==> src/rtl/snap_pkg.sv <==
// snap_pkg: shared capture FSM states and control-word bit positions
package snap_pkg;
  typedef enum logic [2:0] {IDLE, PRE, WAIT, DELAY, CAPT, DONE} state_t;
  localparam int CTRL_ARM       = 0;
  localparam int CTRL_SOFT_EN   = 1;
  localparam int CTRL_SOFT_TRIG = 2;
endpackage

==> src/rtl/snap_edge_det.sv <==
// snap_edge_det: rising-edge detector that ignores a level already high when reset releases
module snap_edge_det (
  input  logic clk,
  input  logic rst,
  input  logic d,
  output logic rise
);
  logic q, vld;
  // previous level plus a flag that blocks the first post-reset cycle from looking like an edge
  always_ff @(posedge clk or posedge rst)
    if (rst) {q, vld} <= 2'b00;
    else {q, vld} <= {d, 1'b1};
  assign rise = vld && d && !q;
endmodule

==> src/rtl/snap_trig_ctrl.sv <==
// snap_trig_ctrl: armed pre/post-trigger snapshot capture into a circular buffer
module snap_trig_ctrl
  import snap_pkg::*;
#(
  parameter int ADDR_W = 10,
  parameter int DATA_W = 32
) (
  input  logic              user_clk,
  input  logic              user_rst,
  input  logic [31:0]       ctrl,
  input  logic [31:0]       trig_offset,
  input  logic [DATA_W-1:0] din,
  input  logic              din_vld,
  input  logic              trig,
  output logic              bram_we,
  output logic [ADDR_W-1:0] bram_addr,
  output logic [DATA_W-1:0] bram_data,
  output logic              busy,
  output logic              done,
  output logic [31:0]       status_addr
);
  localparam logic [ADDR_W:0] D    = {1'b1, {ADDR_W{1'b0}}};
  localparam logic [ADDR_W:0] ONE  = {{ADDR_W{1'b0}}, 1'b1};
  localparam logic [31:0]     D_M1 = {{(32-ADDR_W){1'b0}}, {ADDR_W{1'b1}}};
  state_t state, state_n;
  logic [ADDR_W-1:0] addr, addr_n;
  logic [ADDR_W:0] cnt, cnt_n, wc, wc_n, post, post_n;
  logic [31:0] off, off_n, dly, dly_n, neg_off, rem;
  logic arm, soft_trig, trg, wr, cw;
  logic unused;
  snap_edge_det u_arm  (.clk(user_clk), .rst(user_rst), .d(ctrl[CTRL_ARM]),       .rise(arm));
  snap_edge_det u_soft (.clk(user_clk), .rst(user_rst), .d(ctrl[CTRL_SOFT_TRIG]), .rise(soft_trig));
  assign trg     = ctrl[CTRL_SOFT_EN] ? soft_trig : trig;
  assign neg_off = 32'd0 - trig_offset;
  assign rem     = off - {31'd0, din_vld};
  assign busy    = state inside {PRE, WAIT, DELAY, CAPT};
  assign done    = state == DONE;
  assign unused  = ^ctrl[31:CTRL_SOFT_TRIG+1];
  // next-state: arm restarts from anywhere; the trigger-cycle sample counts as post-trigger sample 1
  always_comb begin
    state_n = state;
    addr_n  = addr;
    cnt_n   = cnt;
    wc_n    = wc;
    dly_n   = dly;
    off_n   = off;
    post_n  = post;
    wr      = 1'b0;
    cw      = 1'b0;
    if (arm) begin
      off_n   = trig_offset;
      addr_n  = '0;
      cnt_n   = '0;
      wc_n    = '0;
      state_n = trig_offset[31] ? PRE : WAIT;
      post_n  = !trig_offset[31] ? D : neg_off >= D_M1 ? ONE : D - neg_off[ADDR_W:0];
    end else begin
      case (state)
        PRE: begin
          wr      = din_vld;
          cw      = din_vld && trg;
          state_n = trg ? CAPT : PRE;
        end
        WAIT: if (trg) begin
          if (off[31] || off == 32'd0) begin
            wr      = din_vld;
            cw      = din_vld;
            state_n = CAPT;
          end else begin
            dly_n   = rem;
            state_n = rem == 32'd0 ? CAPT : DELAY;
          end
        end
        DELAY: if (din_vld) begin
          dly_n   = dly - 32'd1;
          state_n = dly == 32'd1 ? CAPT : DELAY;
        end
        CAPT: begin
          wr = din_vld;
          cw = din_vld;
        end
        default: ;
      endcase
      addr_n = wr ? addr + 1'b1 : addr;
      cnt_n  = (wr && state == PRE && !cnt[ADDR_W]) ? cnt + 1'b1 : cnt;
      wc_n   = cw ? wc + 1'b1 : wc;
      if (cw && wc_n == post) state_n = DONE;
    end
  end
  // capture state registers
  always_ff @(posedge user_clk or posedge user_rst)
    if (user_rst) begin
      state <= IDLE;
      addr  <= '0;
      cnt   <= '0;
      wc    <= '0;
      post  <= '0;
      off   <= '0;
      dly   <= '0;
    end else begin
      state <= state_n;
      addr  <= addr_n;
      cnt   <= cnt_n;
      wc    <= wc_n;
      post  <= post_n;
      off   <= off_n;
      dly   <= dly_n;
    end
  // buffer write port one cycle behind the sample; status tracks the last written address
  always_ff @(posedge user_clk or posedge user_rst)
    if (user_rst) begin
      bram_we     <= 1'b0;
      bram_addr   <= '0;
      bram_data   <= '0;
      status_addr <= '0;
    end else begin
      bram_we   <= wr;
      bram_addr <= addr;
      bram_data <= din;
      if (wr) status_addr <= {{(32-ADDR_W){1'b0}}, addr};
    end
endmodule
==> config.mk <==
export PLATFORM = sky130hd
export DESIGN_NAME = snap_trig_ctrl
export DESIGN_NICKNAME = d
export VERILOG_FILES = /design/src/rtl/snap_pkg.sv /design/src/rtl/snap_edge_det.sv /design/src/rtl/snap_trig_ctrl.sv
export SDC_FILE = /design/constraint.sdc
export NUM_CORES = 1
export LEC_CHECK = 0
export BUFFER_PORTS_ARGS = -buffer_cell sky130_fd_sc_hd__buf_2
export CAP_MARGIN = 20
export CORE_ASPECT_RATIO = 0.9
export CORE_MARGIN = 1
export CORE_UTILIZATION = 56
export CTS_CLUSTER_SIZE = 25
export DETAILED_ROUTE_END_ITERATION = 7
export GPL_ROUTABILITY_DRIVEN = 0
export PLACE_DENSITY_LB_ADDON = 0.3
export SYNTH_ARGS = -nofsm -noshare
export SYNTH_HDL_FRONTEND = slang
export SYNTH_HIERARCHICAL = 1
export SYNTH_SLANG_ARGS = --single-unit
==> constraint.sdc <==
create_clock -name user_clk -period 5 [get_ports user_clk]
set_clock_uncertainty 0.1 [all_clocks]
set_input_delay 0.5 -clock user_clk [delete_from_list [all_inputs] [get_ports user_clk]]
set_output_delay 0.5 -clock user_clk [all_outputs]
set_load 0.1 [all_outputs]
; Word-level counts from Yosys, hierarchy flattened
; Cells that the tools add are included.
[totals]
ff_bits = 155
[op_classes]
addsub = 6
n_lt_le_gt_ge = 1
eq_ne = 12
n_mux = 28
bitwise = 1
reduce_logical = 18
[ops]
columns = op, count
row1 = $mux W32, 3
row2 = $logic_not A32 Y1, 2
row3 = $pmux W32 S2, 1
row4 = $mux W11, 4
row5 = $eq A32 B1 Y1 const B, 1
row6 = $ge A32 B10 Y1 const B, 1
row7 = $sub A1 B32 Y32 const A, 1
row8 = $sub A32 B1 Y32, 1
row9 = $sub A32 B1 Y32 const B, 1
row10 = $mux W3, 8
row11 = $mux W10, 2
row12 = $add A11 B1 Y11 const B, 1
row13 = $eq A11 B11 Y1, 1
row14 = $sub A11 B11 Y11 const A, 1
row15 = $add A10 B1 Y10 const B, 1
row16 = $pmux W3 S3, 1
row17 = $ne A4 B3 Y1 const B, 2
row18 = $eq A3 B2 Y1 const B, 2
row19 = $eq A3 B3 Y1 const B, 2
row20 = $logic_and A1 B1 Y1, 6
row21 = $mux W1, 6
row22 = $ne A2 B2 Y1 const B, 3
row23 = $reduce_and A5 Y1, 1
row24 = $reduce_bool A5 Y1, 1
row25 = 11 further kinds, 13

; Depth between registers and ports, before layout
[depth]
depth_word = 11
mapped_depth = 12
mapped_depth_nobuf = 11

; Hierarchy
; Netlist, hierarchy kept.
[by_module_without_submodules]
columns = module, instances, cells_each, area_each_um2, seq_area_each_um2
row1 = snap_trig_ctrl, 1, 889, 8608.3, 3803.6
row2 = snap_edge_det, 2, 5, 66.3, 50.0

; Worst setup path after synthesis
; OpenSTA, ideal clock, no wires.
[synth_timing]
path_type = input port to flip-flop
from = input trig_offset[0]
to = register post[4]
setup_ns = 0.120
arrival_ns = 2.949
t_required_ns = 4.780
slack_ns = 1.830
path_stages = 12
path_cell_list = buf_2 > inv_1 > ha_1 > or4b_1 > nor3_1 > mux2_2 > a22o_1 > o2111ai_1 > nor3_1 > and3_1 > buf_4 > a41o_1
[synth_between]
elab_chain_cells = 4
elab_cells_between_ends = 5
classes_between = 2 x add/sub / 1 x order compare / 2 x mux
[synth_rtl]
columns = item, line
row1 = "start, declared", snap_trig_ctrl.sv:11  ; input logic [31:0] trig_offset,
row2 = $sub A1 B32 Y32 *, snap_trig_ctrl.sv:34  ; assign neg_off = 32'd0 - trig_offset;
row3 = $ge A32 B10 Y1 / $sub A11 B11 Y11 (equally long branches), snap_trig_ctrl.sv:56  ; post_n = !trig_offset[31] ? D : neg_off >= D_M1 ? ONE : D - neg_off[ADDR_W:0];
row4 = $mux W11 * (2 in series), snap_trig_ctrl.sv:56
row5 = "end signal, assigned", snap_trig_ctrl.sv:105  ; post <= post_n;
row6 = "end, declared", snap_trig_ctrl.sv:27  ; logic [ADDR_W:0] cnt, cnt_n, wc, wc_n, post, post_n;
; Every way passes the cells marked *; elsewhere a longest branch is shown, timed or not.
; A chain may end at the register's enable or synchronous reset.

; Worst setup path after layout
[layout_timing]
from = register off[25]
to = register status_addr[2]
[layout_between]
elab_chain_cells = 7
[layout_rtl]
columns = item, line
row1 = "start, declared", snap_trig_ctrl.sv:28  ; logic [31:0] off, off_n, dly, dly_n, neg_off, rem;
row2 = "start signal, assigned", snap_trig_ctrl.sv:106  ; off <= off_n;
row3 = $logic_not A32 Y1, snap_trig_ctrl.sv:65  ; if (off[31] || off == 32'd0) begin
row4 = $logic_or A1 B1 Y1, snap_trig_ctrl.sv:65
row5 = $mux W1, snap_trig_ctrl.sv:65
row6 = $mux W1, snap_trig_ctrl.sv:64  ; WAIT: if (trg) begin
row7 = $pmux W1 S2, snap_trig_ctrl.sv:58  ; case (state)
row8 = $mux W1 (2 in series), snap_trig_ctrl.sv:50  ; if (arm) begin
row9 = "end signal, assigned", snap_trig_ctrl.sv:120  ; if (wr) status_addr <= {{(32-ADDR_W){1'b0}}, addr};
row10 = "end, declared", snap_trig_ctrl.sv:20  ; output logic [31:0] status_addr
; No other way between the ends. The select of a mux whose other input is x is not followed.

==> impl_metrics.env <==
export IMPL_min_to="bram_data[1]"
export IMPL_reg2reg_to="status_addr[2]"
export IMPL_cts_resized=0
export IMPL_drc_errors=0
export IMPL_required_ps=5210
export IMPL_antenna_diode_count=0
export IMPL_hold_ws_ps=64.9
export IMPL_cts_clk_slew_worst_paths_ps=70
export IMPL_cp_max_fo=11
export IMPL_end_kind="register"
export IMPL_path_cells="nor4_1 > nand4_1 > o31a_1 > nor2_1 > o311a_1 > and2_1 > mux2_2"
export IMPL_worst_path_max_delay_cell="nor4_1"
export IMPL_layout_common_cells="dfrtp_1 (156), buf_2 (125), nor2_1 (81)"
export IMPL_fin_crit_ps=3490
export IMPL_drtPass1Iterations=8
export IMPL_grt_busiest_layer="met2"
export IMPL_ys_types=81
export IMPL_use_met3=0.0486
export IMPL_synth_top_area_frac=0.447
export IMPL_detail_route_antenna_nets=0
export IMPL_crit_arrival_ps=3700
export IMPL_reg2reg_depth=7
export IMPL_holdPathStages=1
export IMPL_overflow=0
export IMPL_critical_path_top_delay_family="simple AND/OR/NAND/NOR gates"
export IMPL_cts_tree="done"
export IMPL_hold_start="din[1]"
export IMPL_ys_seq_elements=156
export IMPL_yosys_area_top_type="dfrtp_1"
export IMPL_synth_area_leaders="dfrtp_1 (45%), mux2_2 (5.3%), nor2_1 (3.5%)"
export IMPL_num_io_pins=177
export IMPL_syn_to_final_growth_pct=14.5
export IMPL_antenna_found_initial=0
export IMPL_setup_viol=0
export IMPL_cts_setup_buffers=0
export IMPL_synth_ff_type="dfrtp_1"
export IMPL_met1_usage=0.392
export IMPL_numPortBuffers=125
export IMPL_synth_edff_count=0
export IMPL_clockBufferDepth=2
export IMPL_fmax_mhz=287
export IMPL_crit_type="reg -> reg"
export IMPL_cp_start_kind="register"
export IMPL_worst_pin_slew_ps=773
export IMPL_r2r_start="off[25]"
export IMPL_cts_hold_fix_buffers=1
export IMPL_die_area_um2=16100
export IMPL_final_area_um2=10000
export IMPL_p_leak_nw=4.41
export IMPL_maxSlewViolCount=0
export IMPL_insertion_delay_ps=430
export IMPL_drt_wirelength_per_cell_um=16.8
export IMPL_slew_headroom=0.485
export IMPL_netlist_instances=899
export IMPL_synth_seq_area_share=0.447
export IMPL_p_per_area_nw_per_um2=462
export IMPL_viasPerCell=5.98
export IMPL_yosys_warnings=6
export IMPL_core_rowCount=42
export IMPL_grt_max_degree=113
export IMPL_cts_max_level=4
export IMPL_clock_sinks=156
export IMPL_core_region_area_um2=15000
export IMPL_setup_ws_ps=1510
export IMPL_path_buf_inv=0
export IMPL_fin_crit_sh=0.698
export IMPL_status="finished, final reports clean"
export IMPL_syn_area_per_cell_um2=9.72
export IMPL_drt_iter0_drc=712
export IMPL_drive_gt1_frac=0.229
export IMPL_rsz0062_at_grt="false"
export IMPL_setup_tns_ps=0
export IMPL_start_util=0.584
export IMPL_layout_cells_most_common="dfrtp_1"
export IMPL_grtUsageMet2=0.410
export IMPL_post_place_ws_ps=1240
export IMPL_finalPower_mw=4.62
export IMPL_vias=7265
export IMPL_max_stage_delay_ps=550
export IMPL_r2r_slack_ps=1510
export IMPL_grt_use_total=0.268
export IMPL_placed_area_um2=9390
export IMPL_cts_root_buf="clkbuf_16"
export IMPL_fp_dieW_um=134
export IMPL_max_vdd_ir_drop_mv=0.378
export IMPL_ys_async_sr_fraction=1.00
export IMPL_wirelength_mm=20.4
export IMPL_syn_area_um2=8740
export IMPL_fp_dieH_um=121
export IMPL_hpwlAfterDp_mm=14.2
export IMPL_cts_buffers=17
export IMPL_hold_path_class="in -> reg"
export IMPL_grt_pass1_wl_mm=34.0
export IMPL_cap_violations=0
export IMPL_grt_pass1_vias=6675
export IMPL_hold_viol_final=0
export IMPL_final_nets=1111
==> worst max-delay path by stage <==
stage | endpoint | cells after the start | startpoint | slack (ps)
3_5_place_dp | state[0] | 11 | din_vld | 1240
5_1_grt | state[0] | 11 | off[0] | 1270
6_report | status_addr[2] | 7 | off[25] | 1510
4_1_cts | status_addr[2] | 7 | off[24] | 1520
3_3_place_gp | state[0] | 11 | din_vld | 1290
2_1_floorplan | addr[0] | 1 | user_rst | 310
==> cell usage after synthesis, types with 5 or more instances <==
cell and n:
a21oi_1 51, a22o_1 7, a31oi_1 8, a41o_1 9, and2_1 7, and3_1 14
buf_2 9, buf_4 23, clkbuf_1 34, dfrtp_1 156, ha_1 8, inv_1 18
mux2_2 41, nand2_1 48, nand2b_1 6, nand3_1 23, nand3b_1 7, nand4_1 18
nor2_1 81, nor2b_1 16, nor3_1 33, nor4_1 19, o2111ai_1 5, o21ai_0 49
o22a_1 6, o22ai_1 6, o31ai_1 10, o32ai_1 6, or2_2 5, or3_1 17
or4_1 5, xnor2_1 31, xor2_1 34
==> metrics by stage <==
step,utilization,cells
CTS,0.667,1213
detailed placement,0.627,1180
global placement,0.627,1180
finish,0.669,1214
global route,0.669,1214
floorplan,-,920
==> cell type report <==
cell class | instances | area (um^2)
clock buffers | 18 | 439
clock inverters | 14 | 146
fillers | 1192 | 4960
inverters | 18 | 72.6
multi-input cells | 678 | 4500
flip-flops and latches | 156 | 3900
well taps | 198 | 248
repair buffers | 132 | 701
==> where the power goes <==
part	internal, mW	leakage [nW]	switching [mW]
sequential	1.51	1.94	0.311
clock	0.718	0.288	0.578
combinational	0.473	2.18	1.04
==> worst register-to-register path, cell delays in order (launching register included) <==
cell     delay, ps
dfrtp_1        480
nor4_1         550
nand4_1        310
o31a_1         370
nor2_1         150
o311a_1        460
and2_1         540
mux2_2         410
==> flip-flops by register name, summed over array words and instances, names as in the netlist <==
| name | cells |
|---|---|
| addr | 10 |
| bram_addr | 10 |
| bram_data | 32 |
| bram_we | 1 |
| dly | 32 |
| off | 32 |
| post | 11 |
| state | 3 |
| status_addr | 10 |
| u_arm/q | 1 |
| u_arm/vld | 1 |
| u_soft/q | 1 |
| u_soft/vld | 1 |
| wc | 11 |
==> per-layer routing <==
metal,part of all wire,vias to the layer above
met5,0,-
met4,0.013,0
met3,0.059,24
met2,0.46,259
met1,0.47,3511
li1,-,3471
==> cells by family (layout without fill, tap and decap cells) <==
logic type,after synthesis,count (layout),synth area share
adders and majority gates,8,8,0.0115
buffers and inverters,86,182,0.0490
AOI/OAI and AO/OA,201,201,0.154
and+or+nand+nor,337,337,0.217
other,3,24,0.00129
xor gates and xnor gates,65,65,0.0651
DFF,156,156,0.447
muxes,43,43,0.0551
No activity file was read; power rests on OpenSTA's default activity.
